[config.mk]
export PLATFORM = sky130hd
export DESIGN_NAME = uart_rx_fifo
export DESIGN_NICKNAME = d
export VERILOG_FILES = /design/src/rtl/uart_rx_fifo.sv
export SDC_FILE = /design/constraint.sdc
export NUM_CORES = 1
export LEC_CHECK = 0
export CAP_MARGIN = 20
export CORE_MARGIN = 2
export CORE_UTILIZATION = 55
export DETAILED_ROUTE_END_ITERATION = 8
export PLACE_DENSITY = 0.79
export SYNTH_ARGS = -nofsm -noshare
export SYNTH_HDL_FRONTEND = slang
export SYNTH_SLANG_ARGS = --single-unit
export TNS_END_PERCENT = 100
[constraint.sdc]
create_clock -name clk -period 4.5 [get_ports clk]
set_input_delay 0.675 -clock clk [delete_from_list [all_inputs] [get_ports clk]]
set_output_delay 0.675 -clock clk [all_outputs]
set_load 0.01 [all_outputs]
[src/rtl/uart_rx_fifo.sv]
// rtl/uart_rx_fifo.sv - oversampling UART receiver with majority vote, break detection and receive FIFO
module uart_rx_fifo #(
    parameter int CLK_FREQ       = 100,
    parameter int BAUD_DIV_WIDTH = 16,
    parameter int OVERSAMPLE     = 16,
    parameter int FIFO_DEPTH     = 16,
    parameter int DATA_BITS_MAX  = 8
) (
    input  logic                          clk,
    input  logic                          rst,
    input  logic [BAUD_DIV_WIDTH-1:0]     baud_div,
    input  logic [1:0]                    data_type,
    input  logic [1:0]                    stop_type,
    input  logic                          check_en,
    input  logic [1:0]                    check_type,
    input  logic                          en,
    input  logic                          rx,
    input  logic                          rd_en,
    output logic [DATA_BITS_MAX+1:0]      rd_data,
    output logic                          rd_valid,
    output logic [$clog2(FIFO_DEPTH):0]   fifo_count,
    output logic                          overrun,
    output logic                          break_det,
    output logic                          busy
);
    localparam int SW = $clog2(OVERSAMPLE);
    localparam int AW = $clog2(FIFO_DEPTH);
    localparam logic [SW-1:0] S_V0  = SW'(OVERSAMPLE / 2 - 1);
    localparam logic [SW-1:0] S_V1  = SW'(OVERSAMPLE / 2);
    localparam logic [SW-1:0] S_V2  = SW'(OVERSAMPLE / 2 + 1);
    localparam logic [SW-1:0] S_END = SW'(OVERSAMPLE - 1);
    localparam logic [AW:0]   DEPTH_C = (AW + 1)'(FIFO_DEPTH);

    if (CLK_FREQ < 1 || OVERSAMPLE < 8 || (OVERSAMPLE % 2) != 0 || FIFO_DEPTH < 2 ||
        (FIFO_DEPTH & (FIFO_DEPTH - 1)) != 0 || DATA_BITS_MAX != 8) begin : g_bad_param
        $error("uart_rx_fifo: illegal parameter combination");
    end

    typedef enum logic [2:0] {IDLE, START, DATA, PARITY, STOP, BRKWAIT} state_t;
    state_t state, state_d;

    logic                      rx_meta, rx_sync, rx_prev;
    logic [BAUD_DIV_WIDTH-1:0] presc;
    logic [SW-1:0]             samp;
    logic                      v0, v1;
    logic [2:0]                bit_cnt;
    logic [DATA_BITS_MAX-1:0]  shreg;
    logic                      parity_err_q, frame_err_q, any_one;
    logic                      push, brk_now;

    always_ff @(posedge clk or negedge rst) begin
        if (!rst) begin
            rx_meta <= 1'b1;
            rx_sync <= 1'b1;
            rx_prev <= 1'b1;
        end else begin
            rx_meta <= rx;
            rx_sync <= rx_meta;
            rx_prev <= rx_sync;
        end
    end

    logic       start_det, tick, vote_now, bit_end, vote, two_stop, par_exp;
    logic       frame_done, frame_err_fin, is_break;
    logic [2:0] last_data;

    assign start_det     = en && rx_prev && !rx_sync;
    assign tick          = (state != IDLE) && (presc == baud_div);
    assign vote_now      = tick && (samp == S_V2);
    assign bit_end       = tick && (samp == S_END);
    assign vote          = (v0 & v1) | (v0 & rx_sync) | (v1 & rx_sync);
    assign last_data     = 3'd7 - {1'b0, data_type};
    assign two_stop      = (stop_type == 2'b10);
    // The final stop bit closes the frame at its vote so the next start edge is never missed.
    assign frame_done    = (state == STOP) && vote_now && (!two_stop || bit_cnt == 3'd1);
    assign frame_err_fin = frame_err_q | ~vote;
    // With two stop bits frame_err_q holds exactly the first stop vote at completion time.
    assign is_break      = !any_one && (two_stop ? frame_err_q : ~vote);

    always_comb begin
        case (check_type)
            2'b00:   par_exp = ~^shreg;
            2'b01:   par_exp = ^shreg;
            2'b10:   par_exp = 1'b1;
            default: par_exp = 1'b0;
        endcase
    end

    always_ff @(posedge clk or negedge rst) begin
        if (!rst) state <= IDLE;
        else      state <= state_d;
    end

    always_comb begin
        state_d = state;
        if (state != IDLE && !en) begin
            state_d = IDLE;
        end else begin
            case (state)
                IDLE:    if (start_det) state_d = START;
                START:   if (vote_now && vote) state_d = IDLE;
                         else if (bit_end) state_d = DATA;
                DATA:    if (bit_end && bit_cnt == last_data) state_d = check_en ? PARITY : STOP;
                PARITY:  if (bit_end) state_d = STOP;
                STOP:    if (frame_done) state_d = is_break ? BRKWAIT : IDLE;
                BRKWAIT: if (rx_sync) state_d = IDLE;
                default: state_d = IDLE;
            endcase
        end
    end

    always_comb begin
        busy    = (state != IDLE);
        push    = frame_done && !is_break && en;
        brk_now = frame_done && is_break && en;
    end

    always_ff @(posedge clk or negedge rst) begin
        if (!rst) begin
            presc        <= '0;
            samp         <= '0;
            v0           <= 1'b1;
            v1           <= 1'b1;
            bit_cnt      <= '0;
            shreg        <= '0;
            parity_err_q <= 1'b0;
            frame_err_q  <= 1'b0;
            any_one      <= 1'b0;
        end else if (state == IDLE) begin
            presc        <= '0;
            samp         <= '0;
            bit_cnt      <= '0;
            shreg        <= '0;
            parity_err_q <= 1'b0;
            frame_err_q  <= 1'b0;
            any_one      <= 1'b0;
        end else begin
            presc <= tick ? '0 : presc + 1'b1;
            if (tick) begin
                samp <= (samp == S_END) ? '0 : samp + 1'b1;
                if (samp == S_V0) v0 <= rx_sync;
                if (samp == S_V1) v1 <= rx_sync;
            end
            if (vote_now) begin
                case (state)
                    DATA: begin
                        shreg[bit_cnt] <= vote;
                        any_one        <= any_one | vote;
                    end
                    PARITY: begin
                        parity_err_q <= (vote != par_exp);
                        any_one      <= any_one | vote;
                    end
                    STOP:    frame_err_q <= frame_err_q | ~vote;
                    default: ;
                endcase
            end
            if (bit_end) begin
                if (state == DATA) bit_cnt <= (bit_cnt == last_data) ? 3'd0 : bit_cnt + 3'd1;
                else if (state == STOP) bit_cnt <= bit_cnt + 3'd1;
            end
        end
    end

    logic [DATA_BITS_MAX+1:0] mem [FIFO_DEPTH];
    logic [AW-1:0]            wr_ptr, rd_ptr;
    logic [AW:0]              count;
    logic                     full, pop, wr;

    assign full = (count == DEPTH_C);
    assign pop  = rd_en && (count != '0);
    assign wr   = push && (!full || pop);

    always_ff @(posedge clk or negedge rst) begin
        if (!rst) begin
            wr_ptr    <= '0;
            rd_ptr    <= '0;
            count     <= '0;
            overrun   <= 1'b0;
            break_det <= 1'b0;
        end else begin
            if (wr)  wr_ptr <= wr_ptr + 1'b1;
            if (pop) rd_ptr <= rd_ptr + 1'b1;
            if (wr && !pop)      count <= count + 1'b1;
            else if (!wr && pop) count <= count - 1'b1;
            overrun   <= push && full && !pop;
            break_det <= brk_now;
        end
    end

    always_ff @(posedge clk) begin
        if (wr) mem[wr_ptr] <= {parity_err_q, frame_err_fin, shreg};
    end

    assign rd_valid   = (count != '0);
    assign rd_data    = rd_valid ? mem[rd_ptr] : '0;
    assign fifo_count = count;
endmodule

==> results.json, run 1 <==
{
  "p_per_area_nw_per_um2": 413,
  "drt-total-wl_um": 20100,
  "grt_pass1_vias": 5533,
  "antenna_found_initial": 0,
  "die-height_um": 136,
  "post_cts_buffers": 0,
  "syn_inst": 588,
  "startpoint_type": "flip-flop",
  "io_pins": 47,
  "wl_per_cell_um": 22.7,
  "cp_max_fo": 20,
  "yosysTopAreaCellShare_pct": 50.5,
  "setup_slack_ns": 0.437,
  "grt_first_pass_wirelength_um": 31600,
  "clock_skew_ns": 0.0162,
  "worstSetupPathType": "reg -> out",
  "synth_top_area_cell": "edfxtp_1",
  "drt-initial-drc-count": 406,
  "fp.coreArea_um2": 17100,
  "ir_worst_vdd_mv": 0.378,
  "synthToLayoutAreaGrowth_pct": 15.8,
  "numClockSinks": 217,
  "final_cell_mix": "edfxtp_1 (160), dfrtp_1 (51), mux4_2 (50)",
  "dr.pass1.iters": 5,
  "critPathRequiredTime_ns": 3.83,
  "end_kind": "output port",
  "setup_viol": 0,
  "grt_use_total_pct": 22.9,
  "yosysUniqueCellTypes": 51,
  "diodes": 0,
  "netlist_area_um2": 9520,
  "htreeDepth": 1,
  "rsz0062_at_grt": "no",
  "fin_nets": 686,
  "crit_buf_inv": 2,
  "yosys_most_used_dff": "edfxtp_1",
  "ant_nets": 0,
  "synth.net_count": 633,
  "fin_crit_ns": 4.06,
  "dp_hpwl_um": 12700,
  "drc": 0,
  "post-route-util_pct": 64.4,
  "slew_violations": 0,
  "clock.fmax_mhz": 246,
  "clk_path_buf_depth": 3,
  "cpMaxStageDelayCell": "dfrtp_2",
  "ctsHoldBuffers": 0,
  "max_slew_margin_pct": 42.0,
  "dp.cells": 841,
  "synth_edf_count": 160,
  "hold_class": "in -> async",
  "avgSynthCellArea_um2": 16.2,
  "post_drt_via_cell_ratio": 6.08,
  "io_buffers": 46,
  "slowest_delay_ns": 0.84,
  "dp_slack_ns": 0.697,
  "setup-tns-final_ns": 0,
  "rows": 48,
  "mostFrequentLayoutCell": "edfxtp_1",
  "hold_violations": 0,
  "critPathArrivalTime_ns": 3.39,
  "fp.dieArea_um2": 18400,
  "cts_inserted_buffers": 23,
  "num_vias": 5372,
  "async_reset_ff_share_pct": 26.3,
  "grt_overflow": 0,
  "clk_pin_slew_ns": 0.06,
  "post_layout_nonfiller_instances": 883,
  "worst_pin_slew_ns": 0.870,
  "drv_cap": 0,
  "clkLatencyLatePin_ns": 0.52,
  "grt_start_max_net_pins": 58,
  "tritoncts": "yes",
  "ys_seq_elements": 217,
  "cts-root-buf": "clkbuf_16",
  "p_leak_nw": 4.17,
  "ys_warn_count": 0,
  "cp_common_cell": "mux4_2",
  "post_cts_resized": 0,
  "die_width_um": 136,
  "ys_seq_area_share_pct": 65.5,
  "synth_area_leaders": "edfxtp_1 (50%), dfrtp_1 (14%), mux4_2 (12%)",
  "start_util_pct": 55.6,
  "layout-drive-gt1-share_pct": 17.6,
  "status": "finished clean",
  "crit_family": "multiplexers",
  "fin_crit_sh_pct": 90.3,
  "gp_congestion": 0.850,
  "worstPathCellList": "buf_4 -> mux4_2 -> mux4_2 -> and2_1 -> clkdlybuf4s50_1"
}
==> kinds of logic (layout without fill, tap and decap cells) <==
kind of cell               after synthesis  after routing  synth area share (%)
AOI/OAI and AO/OA                       64             64                  4.33
xor gates and xnor gates                52             52                  4.79
adders and majority gates               18             18                  2.42
buffers and inverters                   42            112                  1.76
DFF                                    217            217                  65.5
muxes                                   53             53                  12.2
and+or+nand+nor                        142            142                  8.98
==> where the power goes <==
part / leakage, nW / switching (W) / internal [W]
Sequential: 2.52 / 0.0000892 / 0.00216
Clock: 0.388 / 0.000789 / 0.00114
Combinational: 1.26 / 0.000226 / 0.000143
Total: 4.17 / 0.00110 / 0.00345
==> cell usage after synthesis, drive strengths merged (5+ instances only) <==
cell type	n
nor2	31
o211ai	6
and3	6
buf	8
nand4	8
nor3b	8
dfstp	5
edfxtp	160
dfrtp	52
a31oi	5
inv	15
nand2	21
xnor2	25
nand2b	7
clkbuf	19
a21oi	13
xor2	27
ha	16
nor4	6
o21ai	20
mux4	50
and4	7
nand3	10
and2	20
==> sequential cells by signal, indices dropped and copies added, names as in the netlist, 3 cells and up <==
signal      flops
samp            4
bit_cnt         3
presc          16
fifo_count      5
state           3
mem           160
wr_ptr          4
shreg           8
rd_ptr          4
==> worst paths after layout <==
check	start	endpoint	slack, ns	depth (start not counted)
worst max-delay path	rd_ptr[0]	rd_data[1]	0.44	5
worst min-delay path	rst	presc[11]	0.30	2
worst max register to register	samp[1]	fifo_count[4]	1.19	15
worst min register to register	rx_meta	rx_sync	0.38	0
max in group asynchronous	rst	rd_ptr[0]	3.68	2
min in group clk	rx_meta	rx_sync	0.38	0
==> through the flow <==
step	cell area, µm²	total power, W	hold slack, ns
final	11000	0.00455	0.299
after global routing	11000	0.00471	0.357
after CTS	11000	0.00458	0.313
after detailed placement	10200	0.00266	0.354
after global placement	10200	0.00264	0.347
after floorplan	9520	0.00253	0.345
==> per-layer routing <==
metal  routed length (µm)  vias up  global-route usage (%)
met2                10600      213                    40.5
met1                 7900     2739                    30.3
li1                     -     2382                       -
met4                  479        0                    5.79
met3                 1130       38                    3.37
met5                    0        -                       0
==> area by class of cell <==
class | instances | area, µm²
clock inverters | 17 | 189
multi-input cells | 329 | 3110
repair buffers | 55 | 548
well taps | 225 | 282
flip-flops and latches | 217 | 6240
clock buffers | 25 | 593
inverters | 15 | 56.3
fillers | 1185 | 6100
No activity file was read; power rests on OpenSTA's default activity.
==> run 2: changes to the inputs <==
--- a/config.mk
+++ b/config.mk
@@ -8,8 +8,10 @@
 export CAP_MARGIN = 20
 export CORE_MARGIN = 2
 export CORE_UTILIZATION = 55
+export CTS_CLUSTER_SIZE = 12
 export DETAILED_ROUTE_END_ITERATION = 8
-export PLACE_DENSITY = 0.79
+export DONT_BUFFER_PORTS = 1
+export PLACE_DENSITY = 0.75
 export SYNTH_ARGS = -nofsm -noshare
 export SYNTH_HDL_FRONTEND = slang
 export SYNTH_SLANG_ARGS = --single-unit
==> results.json, run 2 (synthesized netlist as in run 1, its figures left out) <==
{
  "gp_congestion": 0.839,
  "numClockSinks": 217,
  "wl_per_cell_um": 22.7,
  "dp_hpwl_um": 12200,
  "dp.cells": 793,
  "status": "finished clean",
  "cp_max_fo": 23,
  "clk_path_buf_depth": 3,
  "grt_pass1_vias": 5308,
  "drv_cap": 0,
  "switching_power_w": 0.00101,
  "rsz0062_at_grt": "no",
  "drc": 0,
  "die-height_um": 136,
  "critPathArrivalTime_ns": 2.95,
  "ant_nets": 0,
  "worst_pin_slew_ns": 0.927,
  "clock_skew_ns": 0.0220,
  "worstSetupPathType": "reg -> out",
  "regMostFlops": "mem",
  "sw_frac_of_total_pct": 23.6,
  "tritoncts": "yes",
  "io_buffers": 0,
  "diodes": 0,
  "final_cell_mix": "edfxtp_1 (160), dfrtp_1 (51), mux4_2 (50)",
  "p_int_w": 0.00327,
  "fp.coreArea_um2": 17100,
  "fp.dieArea_um2": 18400,
  "max_slew_margin_pct": 38.2,
  "drt-total-wl_um": 18800,
  "p_leak_nw": 3.93,
  "grt_use_total_pct": 21.4,
  "mostFrequentLayoutCell": "edfxtp_1",
  "clk_pin_slew_ns": 0.06,
  "dr.pass1.iters": 4,
  "reg2reg_slack_ns": 1.15,
  "clockPowerShare_pct": 39.6,
  "setup_viol": 0,
  "largest_register_ffs": 160,
  "fin_crit_sh_pct": 80.5,
  "ir_worst_vdd_mv": 0.314,
  "critPathRequiredTime_ns": 3.83,
  "slew_violations": 0,
  "clkLatencyLatePin_ns": 0.51,
  "startpoint_type": "flip-flop",
  "power.total_w": 0.00427,
  "grt_start_max_net_pins": 58,
  "layout-drive-gt1-share_pct": 16.6,
  "synthToLayoutAreaGrowth_pct": 9.68,
  "num_vias": 5166,
  "drt-initial-drc-count": 501,
  "top_regs": "mem: 160 flops, presc: 16 flops, shreg: 8 flops",
  "post-route-util_pct": 61.0,
  "cts-root-buf": "clkbuf_16",
  "pwr-share-seq_pct": 52.7,
  "die_width_um": 136,
  "hold_violations": 0,
  "power_frac_comb_pct": 7.8,
  "clock.fmax_mhz": 276,
  "start_util_pct": 55.6,
  "end_kind": "output port",
  "cts_inserted_buffers": 23,
  "grt_first_pass_wirelength_um": 29700,
  "r2r_end": "fifo_count[4]",
  "r2r_cells": 15,
  "io_pins": 47,
  "dpl_cell_area_um2": 9750,
  "stdcell_area_um2": 10400,
  "fin_crit_ns": 3.62,
  "fin_nets": 639,
  "post_layout_nonfiller_instances": 829,
  "setup-tns-final_ns": 0,
  "p_per_area_nw_per_um2": 409,
  "hold_class": "in -> async",
  "antenna_found_initial": 0,
  "post_drt_via_cell_ratio": 6.23,
  "rr_startpoint": "samp[1]",
  "rows": 48,
  "htreeDepth": 1,
  "grt_overflow": 0
}
[run 2: cell types whose count changed in the layout (fill, tap and decap cells not counted)]
cell | previous run | this run
buf_12 | 2 | 1
buf_16 | 0 | 1
buf_2 | 1 | 0
buf_4 | 7 | 6
bufinv_16 | 3 | 1
clkbuf_1 | 1 | 7
clkbuf_8 | 1 | 0
clkdlybuf4s50_1 | 45 | 0
clkinv_1 | 1 | 2
clkinv_2 | 8 | 0
clkinvlp_4 | 2 | 0
inv_16 | 1 | 0
inv_6 | 1 | 2
inv_8 | 1 | 0
[run 2: final cells by class]
class | count | area [µm²]
multi-input cells | 329 | 3110
clock inverters | 5 | 55.1
well taps | 225 | 282
repair buffers | 8 | 92.6
fillers | 1246 | 6680
flip-flops and latches | 217 | 6240
clock buffers | 30 | 602
inverters | 15 | 56.3
[run 2: critical path, cell delays in order, from the launching register on]
cell	delay, ns
dfrtp_2	0.87
buf_12	0.30
mux4_2	0.55
mux4_2	0.50
and2_1	0.21
[run 2: what timing repair did]
item / in CTS / in global routing
hold buffers: 1 / 0
resized for setup: 0 / 0
hold endpoints to repair: 57 / 0
setup buffers: 0 / 0
[run 2: how the worst max path moves through the flow]
stage	startpoint	endpoint	slack [ns]	depth (start not counted)
5_1_grt	rd_ptr[0]	rd_data[3]	0.71	4
3_5_place_dp	baud_div[11]	fifo_count[4]	1.06	13
4_1_cts	rd_ptr[0]	rd_data[6]	0.80	4
6_report	rd_ptr[0]	rd_data[6]	0.88	4
2_1_floorplan	baud_div[9]	fifo_count[4]	1.26	13
3_3_place_gp	baud_div[5]	fifo_count[4]	1.20	13
[run 2: per-layer routing]
metal / track usage, % / vias to the layer above / wire [µm] / share of wire [%]
li1: - / 2275 / - / -
met1: 28.8 / 2692 / 7700 / 41
met2: 37.2 / 168 / 9660 / 51
met3: 2.88 / 31 / 1030 / 5.5
met4: 5.84 / 0 / 448 / 2.4
met5: 0 / - / 0 / 0
[run 2: power by group through the flow]
stage               clock [W]  sequential [W]  combinational, W
global placement            0         0.00229          0.000305
detailed placement          0         0.00229          0.000316
CTS                   0.00172         0.00225          0.000331
floorplan                   0         0.00223          0.000301
finish                0.00169         0.00225          0.000331
global route          0.00180         0.00226          0.000378
[run 2: through the flow]
step	hold WS, ns	worst slack (ns)
3_5_place_dp	0.347	1.06
2_1_floorplan	0.345	1.26
5_1_grt	0.0407	0.705
6_report	0.0407	0.876
3_3_place_gp	0.349	1.20
4_1_cts	0.0278	0.803
==> run 3: changes to the inputs <==
--- a/config.mk
+++ b/config.mk
@@ -11,7 +11,7 @@
 export CTS_CLUSTER_SIZE = 12
 export DETAILED_ROUTE_END_ITERATION = 8
 export DONT_BUFFER_PORTS = 1
-export PLACE_DENSITY = 0.75
+export PLACE_DENSITY = 0.78
 export SYNTH_ARGS = -nofsm -noshare
 export SYNTH_HDL_FRONTEND = slang
 export SYNTH_SLANG_ARGS = --single-unit
==> constraint.sdc (replaced) <==
create_clock -name clk -period 2.93 [get_ports clk]
set_input_delay 0.4395 -clock clk [delete_from_list [all_inputs] [get_ports clk]]
set_output_delay 0.4395 -clock clk [all_outputs]
set_load 0.01 [all_outputs]
==> results.json, run 3 (synthesized netlist as in run 1, its figures left out) <==
{
  "hold_violations": 0,
  "fin_crit_ns": 2.87,
  "regMostFlops": "mem",
  "drt-initial-drc-count": 354,
  "status": "finished clean",
  "dp.cells": 815,
  "numClockSinks": 217,
  "fin_nets": 668,
  "dr.pass1.iters": 7,
  "die-height_um": 136,
  "rsz0062_at_grt": "yes",
  "setup_viol": 0,
  "drt-total-wl_um": 19700,
  "max_slew_margin_pct": 56.9,
  "dp_hpwl_um": 12500,
  "end_kind": "output port",
  "fp.coreArea_um2": 17100,
  "fp.dieArea_um2": 18400,
  "slew_violations": 0,
  "start_util_pct": 55.6,
  "grt_use_total_pct": 22.5,
  "die_width_um": 136,
  "p_leak_nw": 4.12,
  "grt_first_pass_wirelength_um": 31100,
  "post_drt_via_cell_ratio": 6.12,
  "clk_pin_slew_ns": 0.06,
  "rows": 48,
  "mostFrequentLayoutCell": "edfxtp_1",
  "p_per_area_nw_per_um2": 624,
  "antenna_found_initial": 0,
  "fillers": 1211,
  "post_layout_nonfiller_instances": 861,
  "hold_slack_ns": 0.0858,
  "ant_nets": 0,
  "hold_class": "in -> reg",
  "worst_pin_slew_ns": 0.647,
  "gp_congestion": 0.828,
  "tritoncts": "yes",
  "largest_register_ffs": 160,
  "io_buffers": 0,
  "critPathArrivalTime_ns": 2.44,
  "dpl_cell_area_um2": 9950,
  "num_vias": 5266,
  "drc": 0,
  "clk_path_buf_depth": 3,
  "ir_worst_vdd_mv": 0.600,
  "fin_crit_sh_pct": 98.1,
  "grt_overflow": 0,
  "grt_start_max_net_pins": 58,
  "layout-drive-gt1-share_pct": 22.8,
  "stdcell_area_um2": 10800,
  "cp_max_fo": 15,
  "clock_skew_ns": 0.0180,
  "io_pins": 47,
  "grt_pass1_vias": 5599,
  "wl_per_cell_um": 22.9,
  "clkLatencyLatePin_ns": 0.52,
  "drv_cap": 0,
  "worstSetupPathType": "reg -> out",
  "top_regs": "mem: 160 flops, presc: 16 flops, shreg: 8 flops",
  "cts-root-buf": "clkbuf_16",
  "htreeDepth": 1,
  "final_cell_mix": "edfxtp_1 (160), dfrtp_1 (51), mux4_2 (50)",
  "synthToLayoutAreaGrowth_pct": 13.2,
  "cts_inserted_buffers": 23,
  "startpoint_type": "flip-flop",
  "critPathRequiredTime_ns": 2.49,
  "clock.fmax_mhz": 348,
  "diodes": 0
}
==> run 3: changes by cell type in the layout (fill, tap and decap cells not counted), sizes merged <==
cell / before / now
buf: 8 / 35
dlygate4sd3: 0 / 2
clkinv: 2 / 5
clkbuf: 30 / 31
inv: 17 / 16
==> run 3: layout make-up <==
type / instances / area [µm²] / share of cell area (%)
Multi-Input combinational cell: 329 / 3170 / 29.5
Inverter: 15 / 56.3 / 0.523
Tap cell: 225 / 282 / 2.61
Clock inverter: 7 / 72.6 / 0.674
Clock buffer: 31 / 606 / 5.62
Sequential cell: 217 / 6240 / 58.0
Timing Repair Buffer: 37 / 340 / 3.16
==> run 3: path summary, 6_finish.rpt <==
check / start / endpoint / slack (ns) / cells past startpoint
worst min register to register: rx_meta / rx_sync / 0.35 / 0
worst max register to register: rx_sync / fifo_count[4] / 0.12 / 13
max in group asynchronous: rst / v0 / 2.18 / 2
min in group asynchronous: rst / state[2] / 0.48 / 2
worst min-delay path: en / state[2] / 0.09 / 2
worst max-delay path: rd_ptr[0] / rd_data[2] / 0.06 / 4
==> run 3: metal layers <==
| layer | track usage, % | wire length [µm] | share of wire, % |
|---|---|---|---|
| met5 | 0 | 0 | 0 |
| met2 | 39.2 | 10300 | 52 |
| met3 | 3.85 | 1090 | 5.5 |
| met1 | 29.8 | 7930 | 40 |
| met4 | 5.56 | 404 | 2.0 |
==> run 3: stage by stage <==
| step | util [%] | worst slack [ns] | setup TNS [ns] | power (W) |
|---|---|---|---|---|
| finish | 62.9 | 0.0553 | 0 | 0.00672 |
| global route | 62.9 | -0.0341 | -0.0702 | 0.00696 |
| CTS | 62.6 | 0.00593 | 0 | 0.00675 |
| detailed placement | 58.1 | -0.0508 | -0.0508 | 0.00408 |
| global placement | 58.1 | 0.0947 | 0 | 0.00406 |
| floorplan | - | 0.000288 | 0 | 0.00389 |
==> run 3: timing repair <==
action                                  CTS  global route
endpoints found under the setup margin   11            10
pin swaps                                 1             3
setup buffers                             4             1
hold endpoints to repair                 58             0
gates resized for setup                   6            11
hold buffers                              3             0
==> run 3: worst max-delay path, cell delays in order (launching register included) <==
cell and delay, ns:
dfrtp_4 0.48, buf_12 0.19, mux4_2 0.53, mux4_2 0.53, and2_4 0.19
==> run 3: where the power goes <==
part / total, W / internal [W] / switching (W)
combinational: 0.000688 / 0.000238 / 0.000451
clock: 0.00266 / 0.00154 / 0.00112
sequential: 0.00337 / 0.00332 / 0.0000472
